## config.mk

```make
export PLATFORM = sky130hd
export DESIGN_NAME = frogger_core_flat
export DESIGN_NICKNAME = d
export VERILOG_FILES = /design/src/rtl/frogger_pkg.sv /design/src/rtl/frogger_if.sv /design/src/rtl/frogger_btn.sv /design/src/rtl/frogger.sv /design/src/flat_wrapper.sv
export SDC_FILE = /design/constraint.sdc
export NUM_CORES = 1
export LEC_CHECK = 0
export CORE_UTILIZATION = 40
export DETAILED_ROUTE_END_ITERATION = 8
export GPL_TIMING_DRIVEN = 0
export SKIP_CTS_REPAIR_TIMING = 1
export SYNTH_ARGS = -nofsm -noshare
export SYNTH_HDL_FRONTEND = slang
export SYNTH_SLANG_ARGS = --single-unit
```

## constraint.sdc

```tcl
create_clock -name clk -period 9.9 [get_ports clk]
set_input_delay 0.99 -clock clk [delete_from_list [all_inputs] [get_ports clk]]
set_output_delay 0.99 -clock clk [all_outputs]
set_load 0.02 [all_outputs]
```

## src/rtl/frogger_pkg.sv

```systemverilog
// frogger_pkg: shared constants and types for the Frogger game-state core.
//   DEF_COLS / DEF_ROWS : default grid size (16 x 8)
//   LANE_INIT           : initial car pattern, rows 1..6 packed row 1 at bits [15:0]
//   move_t              : decoded move request
//   pick_move()         : resolves simultaneous presses, up > down > left > right
package frogger_pkg;

    localparam int DEF_COLS = 16;
    localparam int DEF_ROWS = 8;

    localparam logic [15:0] LANE_INIT_R1 = 16'h8080;
    localparam logic [15:0] LANE_INIT_R2 = 16'h3000;
    localparam logic [15:0] LANE_INIT_R3 = 16'h0C0C;
    localparam logic [15:0] LANE_INIT_R4 = 16'h0700;
    localparam logic [15:0] LANE_INIT_R5 = 16'h4444;
    localparam logic [15:0] LANE_INIT_R6 = 16'hC000;

    localparam logic [95:0] LANE_INIT = {LANE_INIT_R6, LANE_INIT_R5, LANE_INIT_R4,
                                         LANE_INIT_R3, LANE_INIT_R2, LANE_INIT_R1};

    typedef enum logic [2:0] {MV_NONE, MV_UP, MV_DOWN, MV_LEFT, MV_RIGHT} move_t;

    function automatic move_t pick_move(input logic up, input logic down,
                                        input logic left, input logic right);
        if (up)    return MV_UP;
        if (down)  return MV_DOWN;
        if (left)  return MV_LEFT;
        if (right) return MV_RIGHT;
        return MV_NONE;
    endfunction

endpackage

```

## src/rtl/frogger_if.sv

```systemverilog
// frogger_if: buttons in, game state out.
//   up/down/left/right : active-low raw buttons (asynchronous, idle high)
//   frog_x/frog_y      : frog position
//   lanes              : car occupancy, bit (r-1)*COLS+c = car at row r, column c
//   score/lives        : goals reached (saturating) and remaining lives
//   collision          : one-cycle pulse on a hit
//   game_over          : high once lives reach 0
// Modports: slave = game core, master = button source / display side.
interface frogger_if
    import frogger_pkg::*;
#(
    parameter int COLS = DEF_COLS,
    parameter int ROWS = DEF_ROWS
) ();
    logic                       up;
    logic                       down;
    logic                       left;
    logic                       right;
    logic [$clog2(COLS)-1:0]    frog_x;
    logic [$clog2(ROWS)-1:0]    frog_y;
    logic [(ROWS-2)*COLS-1:0]   lanes;
    logic [7:0]                 score;
    logic [1:0]                 lives;
    logic                       collision;
    logic                       game_over;

    modport master (
        output up, down, left, right,
        input  frog_x, frog_y, lanes, score, lives, collision, game_over
    );

    modport slave (
        input  up, down, left, right,
        output frog_x, frog_y, lanes, score, lives, collision, game_over
    );
endinterface

```

## src/rtl/frogger_btn.sv

```systemverilog
// frogger_btn: 2-flop synchronizer plus falling-edge detector for one
// active-low button.
//   clk, reset : system clock, synchronous active-high reset
//   btn        : raw asynchronous button, idle high
//   press      : one-cycle pulse per high-to-low transition
// The first rising edge that sees btn low loads sync[0]; press is high
// after the second edge, so the consumer acts on the third.
module frogger_btn (
    input  logic clk,
    input  logic reset,
    input  logic btn,
    output logic press
);
    // sync[1:0] is the synchronizer, sync[2] the previous synchronized level
    logic [2:0] sync;

    always_ff @(posedge clk) begin
        if (reset) sync <= 3'b111;   // idle-high so reset never fakes a press
        else       sync <= {sync[1:0], btn};
    end

    assign press = sync[2] & ~sync[1];
endmodule

```

## src/rtl/frogger.sv

```systemverilog
// frogger_core: game-state core of Frogger.
//   clk   : system clock, rising edge
//   reset : synchronous active-high reset, clears everything incl. buttons
//   bus   : frogger_if.slave, buttons in and registered game state out
// Parameters: COLS, ROWS, TICK_DIV (cycles per car step, >= 4), LIVES (1..3).
// Optional macro FROGGER_SPEEDUP_EN: each goal shortens the car period by
// TICK_DIV/8 cycles, floored at TICK_DIV/4; reset restores TICK_DIV.
module frogger_core
    import frogger_pkg::*;
#(
    parameter int COLS     = DEF_COLS,
    parameter int ROWS     = DEF_ROWS,
    parameter int TICK_DIV = 50,
    parameter int LIVES    = 3
) (
    input logic      clk,
    input logic      reset,
    frogger_if.slave bus
);
    localparam int XW = $clog2(COLS);
    localparam int YW = $clog2(ROWS);
    localparam int NL = ROWS - 2;
    localparam int TW = $clog2(TICK_DIV + 1);

    localparam logic [XW-1:0] START_X     = XW'(COLS / 2);
    localparam logic [XW-1:0] X_MAX       = XW'(COLS - 1);
    localparam logic [YW-1:0] Y_LAST_LANE = YW'(ROWS - 2);
    localparam logic [TW-1:0] PERIOD_FULL = TW'(TICK_DIV);

    // Lane r (0-based here, grid row r+1) reuses the 16-bit seed patterns
    // cyclically so other grid sizes still start with traffic.
    function automatic logic [NL-1:0][COLS-1:0] lanes_reset();
        logic [NL-1:0][COLS-1:0] v;
        for (int r = 0; r < NL; r++)
            for (int c = 0; c < COLS; c++)
                v[r][c] = LANE_INIT[(r % 6) * 16 + (c % 16)];
        return v;
    endfunction
    localparam logic [NL-1:0][COLS-1:0] LANES_RST = lanes_reset();

    logic [XW-1:0]           frog_x_q;
    logic [YW-1:0]           frog_y_q;
    logic [NL-1:0][COLS-1:0] lane_q;
    logic [NL-1:0][COLS-1:0] lane_step;
    logic [TW-1:0]           tick_q;
    logic [TW-1:0]           period;
    logic [7:0]              score_q;
    logic [1:0]              lives_q;
    logic                    collision_q;
    logic                    game_over_q;

    logic press_up, press_down, press_left, press_right;
    logic hit, goal, tick_wrap;
    logic [YW-1:0] row_idx;
    move_t mv;

    frogger_btn u_btn_up    (.clk(clk), .reset(reset), .btn(bus.up),    .press(press_up));
    frogger_btn u_btn_down  (.clk(clk), .reset(reset), .btn(bus.down),  .press(press_down));
    frogger_btn u_btn_left  (.clk(clk), .reset(reset), .btn(bus.left),  .press(press_left));
    frogger_btn u_btn_right (.clk(clk), .reset(reset), .btn(bus.right), .press(press_right));

    assign mv = pick_move(press_up, press_down, press_left, press_right);

    // Index i is grid row i+1: odd grid rows drift toward column 0,
    // even grid rows toward column COLS-1, both wrapping.
    for (genvar i = 0; i < NL; i++) begin : g_lane
        if (i % 2 == 0) begin : g_odd_row
            assign lane_step[i] = {lane_q[i][0], lane_q[i][COLS-1:1]};
        end else begin : g_even_row
            assign lane_step[i] = {lane_q[i][COLS-2:0], lane_q[i][COLS-1]};
        end
    end

    // Hit is judged on registered state only, so a car stepping onto the
    // frog is seen one cycle after the step.
    always_comb begin
        hit     = 1'b0;
        row_idx = frog_y_q - 1'b1;
        if (frog_y_q != '0 && frog_y_q <= Y_LAST_LANE)
            hit = lane_q[row_idx][frog_x_q];
    end

    assign goal      = !game_over_q && !hit && (mv == MV_UP) && (frog_y_q == Y_LAST_LANE);
    // >= rather than == so a period shortened below the running count wraps at once
    assign tick_wrap = (tick_q >= period - 1'b1);

`ifdef FROGGER_SPEEDUP_EN
    localparam logic [TW-1:0] PERIOD_STEP = TW'(TICK_DIV / 8);
    localparam logic [TW-1:0] PERIOD_MIN  = TW'(TICK_DIV / 4);
    logic [TW-1:0] period_q;

    always_ff @(posedge clk) begin
        if (reset)
            period_q <= PERIOD_FULL;
        else if (goal)
            period_q <= (period_q >= PERIOD_MIN + PERIOD_STEP) ? period_q - PERIOD_STEP
                                                                : PERIOD_MIN;
    end
    assign period = period_q;
`else
    assign period = PERIOD_FULL;
`endif

    always_ff @(posedge clk) begin
        if (reset) begin
            frog_x_q    <= START_X;
            frog_y_q    <= '0;
            lane_q      <= LANES_RST;
            tick_q      <= '0;
            score_q     <= '0;
            lives_q     <= 2'(LIVES);
            collision_q <= 1'b0;
            game_over_q <= 1'b0;
        end else if (game_over_q) begin
            // frozen until reset; only the pulse is cleared
            collision_q <= 1'b0;
        end else begin
            if (tick_wrap) begin
                tick_q <= '0;
                lane_q <= lane_step;
            end else begin
                tick_q <= tick_q + 1'b1;
            end

            collision_q <= hit;
            if (hit) begin
                // any press arriving this cycle is dropped
                lives_q  <= lives_q - 2'd1;
                frog_x_q <= START_X;
                frog_y_q <= '0;
                if (lives_q == 2'd1) game_over_q <= 1'b1;
            end else begin
                case (mv)
                    MV_UP: begin
                        if (goal) begin
                            frog_x_q <= START_X;
                            frog_y_q <= '0;
                            if (score_q != 8'hFF) score_q <= score_q + 8'd1;
                        end else begin
                            frog_y_q <= frog_y_q + 1'b1;
                        end
                    end
                    MV_DOWN:  if (frog_y_q != '0)    frog_y_q <= frog_y_q - 1'b1;
                    MV_LEFT:  if (frog_x_q != '0)    frog_x_q <= frog_x_q - 1'b1;
                    MV_RIGHT: if (frog_x_q != X_MAX) frog_x_q <= frog_x_q + 1'b1;
                    default: ;
                endcase
            end
        end
    end

    assign bus.frog_x    = frog_x_q;
    assign bus.frog_y    = frog_y_q;
    assign bus.lanes     = lane_q;
    assign bus.score     = score_q;
    assign bus.lives     = lives_q;
    assign bus.collision = collision_q;
    assign bus.game_over = game_over_q;
endmodule

```

## src/flat_wrapper.sv

```systemverilog
// flat-port wrapper written by rule: the top's interface ports become plain ports
module frogger_core_flat import frogger_pkg::*;
#(
    parameter int COLS     = DEF_COLS,
    parameter int ROWS     = DEF_ROWS,
    parameter int TICK_DIV = 50,
    parameter int LIVES    = 3
)
  (clk, reset, bus_up, bus_down, bus_left, bus_right, bus_frog_x, bus_frog_y, bus_lanes, bus_score, bus_lives, bus_collision, bus_game_over);
  frogger_if #(.COLS(COLS), .ROWS(ROWS)) bus_i ();
  input logic clk;
  input logic reset;
  input wire logic [$bits(bus_i.up)-1:0] bus_up;
  input wire logic [$bits(bus_i.down)-1:0] bus_down;
  input wire logic [$bits(bus_i.left)-1:0] bus_left;
  input wire logic [$bits(bus_i.right)-1:0] bus_right;
  output wire logic [$bits(bus_i.frog_x)-1:0] bus_frog_x;
  output wire logic [$bits(bus_i.frog_y)-1:0] bus_frog_y;
  output wire logic [$bits(bus_i.lanes)-1:0] bus_lanes;
  output wire logic [$bits(bus_i.score)-1:0] bus_score;
  output wire logic [$bits(bus_i.lives)-1:0] bus_lives;
  output wire logic [$bits(bus_i.collision)-1:0] bus_collision;
  output wire logic [$bits(bus_i.game_over)-1:0] bus_game_over;
  assign bus_i.up = bus_up;
  assign bus_i.down = bus_down;
  assign bus_i.left = bus_left;
  assign bus_i.right = bus_right;
  assign bus_frog_x = bus_i.frog_x;
  assign bus_frog_y = bus_i.frog_y;
  assign bus_lanes = bus_i.lanes;
  assign bus_score = bus_i.score;
  assign bus_lives = bus_i.lives;
  assign bus_collision = bus_i.collision;
  assign bus_game_over = bus_i.game_over;
  frogger_core #(.COLS(COLS), .ROWS(ROWS), .TICK_DIV(TICK_DIV), .LIVES(LIVES)) u_core (.clk(clk), .reset(reset), .bus(bus_i));
endmodule
```

Word-level counts from Yosys, hierarchy flattened
Index checks and enable logic that the tools add are counted.
- add/sub/neg operators: 7
- order comparisons: 4
- equality and inequality tests: 12
- muxes and demuxes: 36
- bitwise gates (word level): 10
- reductions and logical operators: 16
- operators by type and width (operator ; count):
    16-bit binary-select mux with 3-bit select ; 1
    3-bit two-way mux ; 11
    16-bit two-way mux ; 1
    4-bit two-way mux ; 4
    1-bit two-way mux ; 15
    3-bit by 1-bit != test with 1-bit output, second input constant ; 4
    4-bit one-hot mux with 3 select lines ; 1
    5-bit AND reduction ; 2
    8-bit by 1-bit adder with 8-bit output, second input constant ; 1
    8-bit != test, second input constant ; 1
    4-bit nonzero test ; 2
    6-bit by 1-bit adder with 6-bit output, second input constant ; 1
    3-bit by 2-bit equality test with 1-bit output, second input constant ; 2
    3-bit equality test, second input constant ; 2
    6-bit >= comparator, second input constant ; 1
    6-bit two-way mux ; 1
    1-bit inverter ; 6
    3-bit one-hot mux with 2 select lines ; 1
    3-bit nonzero test ; 2
    4-bit by 5-bit < comparator with 1-bit output, second input constant ; 1
    4-bit by 1-bit adder with 4-bit output, second input constant ; 1
    1-bit bitwise AND ; 4
    1-bit binary-select mux with 4-bit select ; 1
    1-bit logical AND ; 4
    13 further kinds ; 15
- register bits after elaboration: 133
- input bits: 6
- output and inout port bits: 115
- word-level logic and storage cells: 102

Depth between registers and ports, before layout
- depth after elaboration: 19
- mapped depth: 16
- depth with buffers taken out: 10

By module
Synthesis repeated with hierarchy kept, for this count alone.
- cells, all modules: 726
- area total of the unflattened synthesis: 6018.3 sq um
- by module, submodules not included (module ; instances ; cells an instance ; area an instance (sq um) ; sequential area each (sq um)):
    frogger_core ; 1 ; 698 ; 5677.9 ; 2422.3
    frogger_btn ; 4 ; 7 ; 85.1 ; 60.1

Worst setup path before layout
OpenSTA, ideal clock, no wires.
- path kind: register to register
- start point: reg u_core.frog_y_q[0], in the netlist u_core.bus.frog_y[0]
- end point: reg u_core.score_q[3], in the netlist u_core.bus.score[3]
- setup time: 0.123 ns
- arrival: 3.553 ns
- data required time: 9.777 ns
- slack: 6.223 ns
- stages on the path, launching flop included: 15
- path buffers: 5
- period minus slack after synthesis: 3.677 ns
- cells stage by stage: dfxtp_1 buf_6 buf_12 buf_2 inv_1 ha_1 buf_2 buf_2 mux4_2 a22o_1 a22oi_1 a21oi_1 a311o_1 nor3_1 mux2_1
- cells in the longest elaborated chain, start to end: 11
- elaborated cells on any way between the ends: 16
- classes of those cells: add/sub: 1; order compare: 1; eq/ne: 1; mux: 5; bitwise: 1; reduce/logical: 7
- RTL lines (element ; line ; text):
    from (decl) ; frogger.sv:42 ; logic [YW-1:0] frog_y_q;
    from (signal assigned) ; frogger.sv:140 ; frog_y_q <= frog_y_q + 1'b1;
    from (signal assigned) ; frogger.sv:143 ; MV_DOWN: if (frog_y_q != '0) frog_y_q <= frog_y_q - 1'b1;
    3-bit by 1-bit subtractor with 3-bit output ; frogger.sv:78 ; row_idx = frog_y_q - 1'b1;
    16-bit binary-select mux with 3-bit select ; frogger.sv:80 ; hit = lane_q[row_idx][frog_x_q];
    16-bit two-way mux (implied by the code) ; frogger.sv:80 ;
    1-bit binary-select mux with 4-bit select ; frogger.sv:80 ;
    1-bit two-way mux (implied by the code) ; frogger.sv:80 ;
    1-bit two-way mux ; frogger.sv:79 ; if (frog_y_q != '0 && frog_y_q <= Y_LAST_LANE)
    1-bit logical NOT ; frogger.sv:83 ; assign goal = !game_over_q && !hit && (mv == MV_UP) && (frog_y_q == Y_LAST_LANE);
    1-bit logical AND (3 in series) ; frogger.sv:83 ;
    5-bit AND reduction (no line) * ; - ;
    to (signal assigned) ; frogger.sv:138 ; if (score_q != 8'hFF) score_q <= score_q + 8'd1;
    to (decl) ; frogger.sv:47 ; logic [7:0] score_q;
Mark *: on every way between the ends. The rest lies on a longest branch, timed or not. The select of a mux whose other input is x is not followed.
A chain may end at the register's enable or synchronous reset.

Worst setup path in the final report
Same ends and word-level chain as after synthesis.

==> flow_summary.html <==
<table>
<tr><th>Metric</th><th>Value</th></tr>
<tr><th colspan="2">Setup path</th></tr>
<tr><td>Critical path required time</td><td>between 10,000 and 15,000 ps</td></tr>
<tr><td>Maximum fanout along the worst path</td><td>10</td></tr>
<tr><td>Delay of the slowest cell on the worst path</td><td>roughly 460 ps</td></tr>
<tr><td>Chain of cells forming the critical path</td><td>buf_6, buf_12, buf_2, inv_1, ha_1, buf_2, buf_2, mux4_2, a22o_1, a22oi_1, a21oi_1, a311o_1, nor3_1, mux2_1</td></tr>
<tr><td>Most repeated library cell on the critical path</td><td>sky130_fd_sc_hd__buf_2</td></tr>
<tr><td>Cell with the largest stage delay on the worst path</td><td>sky130_fd_sc_hd__ha_1</td></tr>
<tr><td>CP startpoint kind</td><td>register</td></tr>
<tr><td>Critical path class</td><td>register to register</td></tr>
<tr><td>Kind of capture point of the worst setup path</td><td>register</td></tr>
<tr><td>Arr. time, crit path</td><td>4640 ps</td></tr>
<tr><th colspan="2">Floorplanning</th></tr>
<tr><td>Height of the die</td><td>roughly 120 um</td></tr>
<tr><td>Width of the die</td><td>125 um</td></tr>
<tr><td>Starting Density</td><td>0.413</td></tr>
<tr><td>Top-level I/O count</td><td>~120</td></tr>
<tr><td>Die area</td><td>~16,000 um^2</td></tr>
<tr><td>Core Area</td><td>14,600 um^2</td></tr>
<tr><td>Total number of placement rows</td><td>44</td></tr>
<tr><th colspan="2">Logic synthesis</th></tr>
<tr><td>Share of synthesized area occupied by flip-flops and latches</td><td>0.441</td></tr>
<tr><td>Yosys warning count</td><td>0</td></tr>
<tr><td>Post-synth EDFFs</td><td>0</td></tr>
<tr><td>Synthesized area</td><td>about 6000 um^2</td></tr>
<tr><td>Async SR Flop Fraction</td><td>0</td></tr>
<tr><td>Post-Syn Nets</td><td>~740</td></tr>
<tr><td>Post-synthesis instance total</td><td>just over 700</td></tr>
<tr><td>Synthesized area divided by synthesized cell count</td><td>8.43 um^2</td></tr>
<tr><td>Register bit total from synthesis</td><td>around 130</td></tr>
<tr><td>Number of library cell types mapped by synthesis</td><td>50</td></tr>
<tr><td>Top FF cell, synth</td><td>sky130_fd_sc_hd__dfxtp_1</td></tr>
<tr><th colspan="2">Place</th></tr>
<tr><td>Placed inst area</td><td>7470 um^2</td></tr>
<tr><td>Worst slack, placed</td><td>5620 ps</td></tr>
<tr><td>Routability Congestion</td><td>about 0.88</td></tr>
<tr><td>Half-perimeter wire length of the detailed placement result</td><td>14,200 um</td></tr>
<tr><td>Number of port buffers</td><td>120</td></tr>
<tr><td>Post-placement cell count</td><td>between 1,000 and 1,500</td></tr>
<tr><th colspan="2">Pwr</th></tr>
<tr><td>Fraction of power consumed by the clock network</td><td>0.517</td></tr>
<tr><td>Power share of the combinational group</td><td>0.085</td></tr>
<tr><td>Net switching fraction of the power</td><td>0.237</td></tr>
<tr><td>Peak supply drop</td><td>0.130 mV</td></tr>
<tr><td>Net switching power of the design</td><td>326 uW</td></tr>
<tr><td>Total power per unit cell area</td><td>about 170 nW/um^2</td></tr>
<tr><td>Leakage power</td><td>around 2.9 nW</td></tr>
<tr><td>Share of power burned in registers</td><td>0.398</td></tr>
<tr><td>Internal power of the cells</td><td>~1.0 mW</td></tr>
<tr><th colspan="2">CTS</th></tr>
<tr><td>Clk sink count</td><td>around 130</td></tr>
<tr><td>Number of buffers between clock root and the deepest sink</td><td>2</td></tr>
<tr><td>TritonCTS clock tree</td><td>done</td></tr>
<tr><td>Clock root buffer</td><td>sky130_fd_sc_hd__clkbuf_16</td></tr>
<tr><td>Maximum level of the CTS H-tree</td><td>4</td></tr>
<tr><td>Later-pin clock latency in the skew report</td><td>440 ps</td></tr>
<tr><td>Clock transition at the register clock pins on the worst setup and hold paths after CTS</td><td>roughly 60 ps</td></tr>
<tr><td>Number of buffers inserted during clock tree synthesis</td><td>17</td></tr>
<tr><th colspan="2">Route</th></tr>
<tr><td>Post-route antenna net violation count</td><td>0</td></tr>
<tr><td>Total wire length</td><td>roughly 19,000 um</td></tr>
<tr><td>Via count</td><td>between 5,000 and 6,000</td></tr>
<tr><td>DRC</td><td>16</td></tr>
<tr><td>Wire length per cell after detailed routing</td><td>~18 um</td></tr>
<tr><td>Drt first pass iters</td><td>9</td></tr>
<tr><td>Via density per instance</td><td>5.52</td></tr>
<tr><td>Drt first-iter violations</td><td>between 500 and 600</td></tr>
<tr><th colspan="2">Timing</th></tr>
<tr><td>Number of pins exceeding their max-slew limit in the final report</td><td>0</td></tr>
<tr><td>Number of failing hold endpoints at the final stage</td><td>0</td></tr>
<tr><td>Setup repair after global routing missed its margin</td><td>no</td></tr>
<tr><td>Fin crit share</td><td>0.436</td></tr>
<tr><td>Worst Slack Setup Final</td><td>about 5600 ps</td></tr>
<tr><td>TNS Setup</td><td>0 ps</td></tr>
<tr><td>Clock period minus final worst setup slack</td><td>~4300 ps</td></tr>
<tr><td>Relative max-transition margin</td><td>0.537</td></tr>
<tr><td>Peak Freq</td><td>about 230 MHz</td></tr>
<tr><td>Final setup fails</td><td>0</td></tr>
<tr><td>Least-Margin Pin Slew</td><td>roughly 690 ps</td></tr>
<tr><td>Skew final</td><td>~11 ps</td></tr>
<tr><th colspan="2">GRT</th></tr>
<tr><td>Global route overflow</td><td>0</td></tr>
<tr><td>Vias in the first global route</td><td>between 5,000 and 6,000</td></tr>
<tr><td>GRT Resource Usage Total</td><td>0.253</td></tr>
<tr><td>Largest net degree at the start of global routing</td><td>17</td></tr>
<tr><td>Number of antenna violations at the first check in global routing</td><td>0</td></tr>
<tr><td>Global-route wire length before repair</td><td>about 30,000 um</td></tr>
<tr><th colspan="2">Cells and area</th></tr>
<tr><td>Summed area of non-filler cells in the final layout</td><td>between 8000 and 9000 um^2</td></tr>
<tr><td>Leading cell type in the layout, fill and taps excluded</td><td>sky130_fd_sc_hd__nand2_1</td></tr>
<tr><td>Proportion of layout cells with a drive suffix above 1</td><td>0.0863</td></tr>
<tr><td>Number of filler cells placed in the layout</td><td>between 1,000 and 1,500</td></tr>
<tr><td>Area Overhead vs Synth</td><td>34.7%</td></tr>
<tr><td>Inserted Diodes</td><td>0</td></tr>
<tr><td>Layout Nets</td><td>between 800 and 900</td></tr>
<tr><td>Top library cells by usage in the layout, fill and taps aside</td><td>sky130_fd_sc_hd__nand2_1 (205), sky130_fd_sc_hd__dfxtp_1 (133), sky130_fd_sc_hd__clkdlybuf4s50_1 (120), sky130_fd_sc_hd__a21oi_1 (94), sky130_fd_sc_hd__clkbuf_1 (37)</td></tr>
<tr><td>Final non-filler cell total</td><td>between 1,000 and 1,500</td></tr>
<tr><th colspan="2">Status</th></tr>
<tr><td>Violated checks</td><td>design-rule violations</td></tr>
<tr><td>Result of the run</td><td>finished with violations</td></tr>
<tr><th colspan="2">Min path</th></tr>
<tr><td>Worst min-delay path class</td><td>register to register</td></tr>
<tr><th colspan="2">Run</th></tr>
<tr><td>Max cap viols</td><td>0</td></tr>
</table>
==> sequential cells by signal, summed over array words and instances, names as in the netlist <==
name,cells
u_core.bus.score,8
u_core.u_btn_right.sync,3
u_core.u_btn_up.sync,3
u_core.u_btn_left.sync,3
u_core.bus.game_over,1
u_core.bus.frog_y,3
u_core.u_btn_down.sync,3
u_core.bus.lanes,96
u_core.bus.lives,2
u_core.tick_q,6
u_core.bus.collision,1
u_core.bus.frog_x,4
==> power by group through the flow <==
stage	Clock, mW	Sequential (mW)	Combinational, mW
after CTS	0.719	0.548	0.117
after floorplan	0	0.561	0.0827
final	0.711	0.548	0.117
after global routing	0.748	0.548	0.128
after global placement	0	0.559	0.115
after detailed placement	0	0.559	0.117
==> stage by stage <==
step / util / power [mW] / hold slack, ps
2_1_floorplan: - / 0.644 / 389
3_3_place_gp: 0.510 / 0.674 / 390
3_5_place_dp: 0.510 / 0.676 / 399
4_1_cts: 0.555 / 1.38 / 408
5_1_grt: 0.555 / 1.42 / 421
6_report: 0.555 / 1.38 / 407
==> path summary, 6_finish.rpt <==
path         cells past startpoint                               start                                  to  slack, ps
min                              1  u_core.u_btn_up.sync[0]$_SDFF_PP1_  u_core.u_btn_up.sync[1]$_SDFF_PP1_        410
max reg2reg                     14   u_core.bus.frog_y[0]$_SDFFE_PP0P_    u_core.bus.score[3]$_SDFFE_PP0P_       5580
min reg2reg                      1  u_core.u_btn_up.sync[0]$_SDFF_PP1_  u_core.u_btn_up.sync[1]$_SDFF_PP1_        410
max                             14   u_core.bus.frog_y[0]$_SDFFE_PP0P_    u_core.bus.score[3]$_SDFFE_PP0P_       5580
==> cell families (layout without fill, tap and decap cells) <==
family,count (synthesis),count (layout),share of synthesized area
AND/OR/NAND/NOR,316,316,0.223
XOR/XNOR,9,9,0.0130
buffers and inverters,67,219,0.0489
multiplexers,44,44,0.117
adder cells (fa/ha/maj),12,12,0.0261
flip-flops,133,133,0.441
AO/OA/AOI/OAI,136,136,0.132
==> synth_stat cells (all sizes together), types with 10 or more instances <==
library cell  count  area, um^2
nor3             11        55.1
ha               11         138
inv              14        52.6
or2              13        81.3
a22oi            10        75.1
dfxtp           133        2660
buf              16         104
nor2b            12        75.1
mux4             18         435
nor2             32         120
nand3            22         110
nand2           205         769
a21oi            94         470
mux2i            19         190
clkbuf           36         135
==> layout make-up <==
cell class / instances / area [um^2] / share of cell area
buffer: 52 / 239 / 0.0294
clock buffer: 19 / 443 / 0.0545
clock inverter: 13 / 219 / 0.0269
inverter: 15 / 56.3 / 0.00692
multi-input combinational: 517 / 3080 / 0.379
sequential: 133 / 2660 / 0.327
tap: 184 / 230 / 0.0283
timing repair buffer: 120 / 1200 / 0.148
==> worst max-delay path: cells and delay by family, from the launching register on <==
| kind | cells | cell delay, ps |
|---|---|---|
| AO/OA/AOI/OAI | 4 | 970 |
| adder cells (fa/ha/maj) | 1 | 460 |
| buffers and inverters | 6 | 1400 |
| flip-flops | 1 | 390 |
| multiplexers | 2 | 700 |
| AND/OR/NAND/NOR | 1 | 270 |
==> layer usage <==
metal,part of all wire,up-vias,global-route usage
li1,-,2740,-
met1,0.43,2770,0.320
met2,0.47,263,0.414
met3,0.074,41,0.0640
met4,0.025,0,0.100
met5,0,-,0
No activity file was read; power rests on OpenSTA's default activity.
